### src/rtl/tracker_pkg.sv
// Shared constants and state encoding for the patch-window sampler and the tracker overlay.
package tracker_pkg;

  localparam int WIN   = 16;
  localparam int H_ACT = 800;
  localparam int V_ACT = 600;
  localparam int CW    = 12;
  localparam int PW    = 10;

  typedef enum logic [1:0] {
    IDLE,
    WAIT_FRAME,
    CAPTURE,
    DONE
  } samp_state_t;

endpackage

### src/rtl/window_clamp.sv
// Clamps a requested window origin so that a window of the given size stays fully on screen.
module window_clamp #(
  parameter int CW    = 12,
  parameter int X_MAX = 784,
  parameter int Y_MAX = 584
) (
  input  logic [CW-1:0] x_in,
  input  logic [CW-1:0] y_in,
  output logic [CW-1:0] x_out,
  output logic [CW-1:0] y_out
);

  localparam logic [CW-1:0] X_LIM = CW'(X_MAX);
  localparam logic [CW-1:0] Y_LIM = CW'(Y_MAX);

  assign x_out = (x_in > X_LIM) ? X_LIM : x_in;
  assign y_out = (y_in > Y_LIM) ? Y_LIM : y_in;

endmodule

### src/rtl/patch_window_sampler.sv
// Picks a WIN x WIN window out of the next full frame of the active-pixel stream and
// emits it in raster order, one registered o_take strobe per pixel.
module patch_window_sampler
  import tracker_pkg::*;
#(
  parameter int WIN   = tracker_pkg::WIN,
  parameter int H_ACT = tracker_pkg::H_ACT,
  parameter int V_ACT = tracker_pkg::V_ACT,
  parameter int CW    = tracker_pkg::CW,
  parameter int PW    = tracker_pkg::PW
) (
  input  logic                     i_clk,
  input  logic                     i_rst_n,
  input  logic                     i_start,
  input  logic [CW-1:0]            i_x0,
  input  logic [CW-1:0]            i_y0,
  input  logic                     i_frame_start,
  input  logic                     i_valid,
  input  logic [CW-1:0]            i_X,
  input  logic [CW-1:0]            i_Y,
  input  logic [PW-1:0]            i_R,
  input  logic [PW-1:0]            i_G,
  input  logic [PW-1:0]            i_B,
  output logic                     o_take,
  output logic [PW-1:0]            o_R,
  output logic [PW-1:0]            o_G,
  output logic [PW-1:0]            o_B,
  output logic [$clog2(WIN)-1:0]   o_row,
  output logic [$clog2(WIN)-1:0]   o_col,
  output logic                     o_busy,
  output logic                     o_done,
  output logic                     o_err
);

  localparam int IW = $clog2(WIN);
  localparam logic [IW-1:0] LAST = IW'(WIN - 1);

  samp_state_t   state_q, state_d;
  logic [CW-1:0] x_lo, y_lo;
  logic [CW-1:0] x_cl, y_cl;
  logic [IW-1:0] row_cnt, col_cnt;
  logic [CW-1:0] exp_x, exp_y;
  logic          match, last_pix, take, abort;

  window_clamp #(
    .CW    (CW),
    .X_MAX (H_ACT - WIN),
    .Y_MAX (V_ACT - WIN)
  ) u_clamp (
    .x_in  (i_x0),
    .y_in  (i_y0),
    .x_out (x_cl),
    .y_out (y_cl)
  );

  // The clamp bounds the sums to the active area, so CW bits never overflow.
  assign exp_x    = x_lo + CW'(col_cnt);
  assign exp_y    = y_lo + CW'(row_cnt);
  assign match    = i_valid && (i_X == exp_x) && (i_Y == exp_y);
  assign last_pix = (row_cnt == LAST) && (col_cnt == LAST);

  // A frame start only beats a match when the match is not the final pixel.
  assign take  = (state_q == CAPTURE) && match && (!i_frame_start || last_pix);
  assign abort = (state_q == CAPTURE) && i_frame_start && !(match && last_pix);

  assign o_busy = (state_q == WAIT_FRAME) || (state_q == CAPTURE);

  always_comb begin
    // NOTE: default first so every path assigns state_d and no latch is inferred.
    state_d = state_q;
    case (state_q)
      IDLE:       if (i_start) state_d = WAIT_FRAME;
      WAIT_FRAME: if (i_frame_start) state_d = CAPTURE;
      CAPTURE: begin
        if (take && last_pix) state_d = DONE;
        else if (abort)       state_d = IDLE;
      end
      DONE:       state_d = IDLE;
      default:    state_d = IDLE;
    endcase
  end

  always_ff @(posedge i_clk or negedge i_rst_n) begin
    if (!i_rst_n) begin
      state_q <= IDLE;
    end else begin
      // NOTE: non-blocking so all registers update from the same pre-edge values.
      state_q <= state_d;
    end
  end

  always_ff @(posedge i_clk or negedge i_rst_n) begin
    if (!i_rst_n) begin
      x_lo    <= '0;
      y_lo    <= '0;
      row_cnt <= '0;
      col_cnt <= '0;
      o_take  <= 1'b0;
      o_R     <= '0;
      o_G     <= '0;
      o_B     <= '0;
      o_row   <= '0;
      o_col   <= '0;
      o_done  <= 1'b0;
      o_err   <= 1'b0;
    end else begin
      o_take <= take;
      o_done <= (state_q == DONE);
      o_err  <= abort;

      if (state_q == IDLE && i_start) begin
        x_lo    <= x_cl;
        y_lo    <= y_cl;
        row_cnt <= '0;
        col_cnt <= '0;
      end

      if (take) begin
        o_R   <= i_R;
        o_G   <= i_G;
        o_B   <= i_B;
        o_row <= row_cnt;
        o_col <= col_cnt;
        if (col_cnt == LAST) begin
          col_cnt <= '0;
          row_cnt <= row_cnt + IW'(1);
        end else begin
          col_cnt <= col_cnt + IW'(1);
        end
      end

      if (abort || state_q == DONE) begin
        row_cnt <= '0;
        col_cnt <= '0;
      end
    end
  end

endmodule

### config.mk
export PLATFORM = sky130hd
export DESIGN_NAME = patch_window_sampler
export DESIGN_NICKNAME = d
export VERILOG_FILES = /design/src/rtl/tracker_pkg.sv /design/src/rtl/window_clamp.sv /design/src/rtl/patch_window_sampler.sv
export SDC_FILE = /design/constraint.sdc
export NUM_CORES = 1
export LEC_CHECK = 0
export ABC_AREA = 0
export BUFFER_PORTS_ARGS = -buffer_cell sky130_fd_sc_hd__buf_2
export CAP_MARGIN = 20
export CORE_ASPECT_RATIO = 0.8
export CORE_MARGIN = 2
export CORE_UTILIZATION = 58
export CTS_BUF_LIST = sky130_fd_sc_hd__clkbuf_2
export CTS_CLUSTER_SIZE = 28
export DETAILED_ROUTE_END_ITERATION = 12
export GPL_TIMING_DRIVEN = 0
export MAX_ROUTING_LAYER = met4
export PLACE_DENSITY = 0.84
export SKIP_LAST_GASP = 1
export SYNTH_ARGS = -nofsm -noshare
export SYNTH_HDL_FRONTEND = slang
export SYNTH_SLANG_ARGS = --single-unit
### constraint.sdc
create_clock -name i_clk -period 8.2 [get_ports i_clk]
set_input_delay 1.23 -clock i_clk [delete_from_list [all_inputs] [get_ports i_clk]]
set_output_delay 1.23 -clock i_clk [all_outputs]
set_load 0.01 [all_outputs]
==> results_dict.tcl <==
set metrics [dict create \
    status "completed" \
    synth.top_cell.area_share_pct 44.9 \
    synth_seq_area_share_pct 44.9 \
    drt_pass1_iterations 5 \
    async_flop_share_pct 100 \
    required_ps 8660 \
    cts.clk_slew.worst_paths_ps 210 \
    port_buffers 124 \
    worst_slack_ps 4430 \
    final_nets 702 \
    r2r-start "row_cnt[0]$_DFF_PN0_" \
    start_util_pct 60.4 \
    vias 3942 \
    endpoint_kind "flip-flop" \
    h-tree-depth 3 \
    powerDensity_mw_per_mm2 188 \
    cts_tree "built" \
    synth_top_cell_by_area "dfrtp_1" \
    power.leakage_nw 2.75 \
    path_common_cell "nand2_1" \
    seq_area_sq_mm 0.00188 \
    overflow 0 \
    syn2layout_area_growth_pct 21.6 \
    antenna_cells 0 \
    cpMaxStageDelayCell "or4_1" \
    rsz0062_at_grt "false" \
    place_ws_ps 4250 \
    die_y_um 79.9 \
    drt-initial-drc-count 230 \
    fin_util_pct 73.4 \
    rows 27 \
    fmax_ghz 0.265 \
    synth_seq_cells 75 \
    grt_pass1_vias 3705 \
    die_w_um 98.9 \
    post-cts-setup-buffers 0 \
    cts_resized 0 \
    syn_inst 465 \
    synthDistinctLibCells 54 \
    clk_latency_ps 520 \
    cts-buffers-inserted 9 \
    clock_tree.buffer_depth 2 \
    peakVddDrop_v 0.000208 \
    vias_per_cell 5.68 \
    drv_slew 0 \
    start_kind "flip-flop" \
    hold_buffers 0 \
    tns_ps 0 \
    max_stage_delay_ps 610 \
    slew_headroom_pct 56.1 \
    ios 125 \
    fin_crit_ps 3770 \
    drv_cap 0 \
    crit_type "reg -> reg" \
    fin_crit_sh_pct 46.0 \
    finalWeightedCongestion 0.944 \
    holdWs_ps 476 \
    syn-cell-area_sq_mm 0.00418 \
    drtAntennaViolNets 0 \
    setup_violations 0 \
    grt_max_degree 74 \
    synth_ff_type "dfrtp_1" \
    die_area_sq_mm 0.00791 \
    skew_ps 23.8 \
    yosys-top-cells-area "dfrtp_1 (45%), nand2_1 (12%), ha_1 (4.5%)" \
    grt_pass1_wl_um 17500 \
    place_hpwl_um 8080 \
    final-hold-violation-count 0 \
    fill_cells 542 \
    wl_per_cell_um 15.4 \
    layout.cells.most_common "nand2_1" \
    track_usage_pct 28.5 \
    clock_sinks 75 \
    antenna_found_initial 0 \
    avgSynthCellArea_sq_um 8.99 \
    cp.arrival_ps 4240 \
    synth-warning-count 0 \
    crit_path_max_fanout 10 \
    max_slew.worst_pin.slew_ps 657 \
    drt-total-wl_um 10700 \
    drc 0 \
    startpoint "row_cnt[0]$_DFF_PN0_" \
    drive_above_1_share_pct 25.4 \
    multi_input_area_sq_mm 0.00218 \
    hold_path.class "in -> async" \
    layout_common_cells "nand2_1 (130), buf_2 (126), dfrtp_1 (75)" \
    core_area_sq_mm 0.00693 \
    clockRootBuffer "clkbuf_2" \
    synth-edff-count 0 \
    path_cells "ha_1 > fa_1 > a211oi_2 > nor2_1 > xnor2_1 > nand4_1 > or4_1 > nor3_2 > clkbuf_1 > nand2_1 > nand2_1" \
    syn-num-nets 565 \
]
-- report_power, final --
| group | switching [mW] | internal (mW) | total (mW) |
|---|---|---|---|
| logic | 0.162 | 0.117 | 0.278 |
| clock network | 0.133 | 0.103 | 0.236 |
| registers | 0.0389 | 0.405 | 0.444 |
| total | 0.333 | 0.624 | 0.958 |
-- final timing paths --
path / to / slack (ps) / cells past startpoint
setup reg to reg: o_R[9]$_DFFE_PN0N_ / 4430 / 11
max in group asynchronous: y_lo[10]$_DFFE_PN0P_ / 7170 / 2
setup / recovery: o_R[9]$_DFFE_PN0N_ / 4430 / 11
hold reg to reg: o_B[8]$_DFFE_PN0N_ / 490 / 2
hold / removal: x_lo[7]$_DFFE_PN0P_ / 480 / 1
min in group i_clk: o_B[8]$_DFFE_PN0N_ / 490 / 2
-- state kept, by name (all words and copies together) (netlist names) --
signal / flops
x_lo: 12
y_lo: 12
o_B: 10
o_G: 10
o_R: 10
col_cnt: 4
o_col: 4
o_row: 4
row_cnt: 4
state_q: 2
o_done: 1
o_err: 1
o_take: 1
-- synthesized netlist by cell type, drive strengths merged (7+ instances only) --
cell type	n
and3	9
nand3	18
ha	15
o211ai	9
or3	7
clkbuf	13
xnor2	19
dfrtp	75
a21oi	19
o21ai	8
nor2	23
nand4	8
a22o	14
nor3	12
inv	12
nand2	130
-- logic make-up (layout without fill, tap and decap cells) --
group           Yosys count  in the layout  share of synthesized area, %
simple gates            231            231                          25.1
compound gates           83             83                          14.4
flops                    75             75                          44.9
buf+inv                  29            171                          3.05
xor+xnor                 27             27                          6.32
fa+ha+maj                17             17                          5.45
mux                       3              3                         0.748
-- layout make-up --
class	instances	share of cell area, %
plain buffers	17	1.62
repair buffers	126	12.9
multi-input cells	361	42.8
flip-flops and latches	75	36.9
well taps	87	2.14
inverters	12	0.886
clock buffers	10	0.984
clock inverters	6	1.77
-- worst max-delay path, delay by kind of cell, from the launching register on --
family                   cells  cell delay, ps
AND/OR/NAND/NOR              6            1420
adder cells (fa/ha/maj)      2             690
flip-flops                   1             490
buffers and inverters        1             410
XOR/XNOR                     1             310
AO/OA/AOI/OAI                1             390
-- per-stage QoR --
stage	total power [mW]	std cells	area, sq um
4_1_cts	0.957	694	5080
3_5_place_dp	0.721	678	4940
6_report	0.958	694	5080
3_3_place_gp	0.708	676	4910
5_1_grt	1.01	694	5080
2_1_floorplan	0.624	465	4180
-- routing by layer --
layer	global-route usage, %	routed length (um)	vias to the layer above	part of all wire, %
met5	-	0	-	0
met4	8.08	147	0	1.4
met3	6.22	728	21	6.8
met2	44.3	5200	161	49
met1	38.2	4620	1855	43
li1	-	-	1905	-
Note: power is estimated with default switching activity, not from simulation.
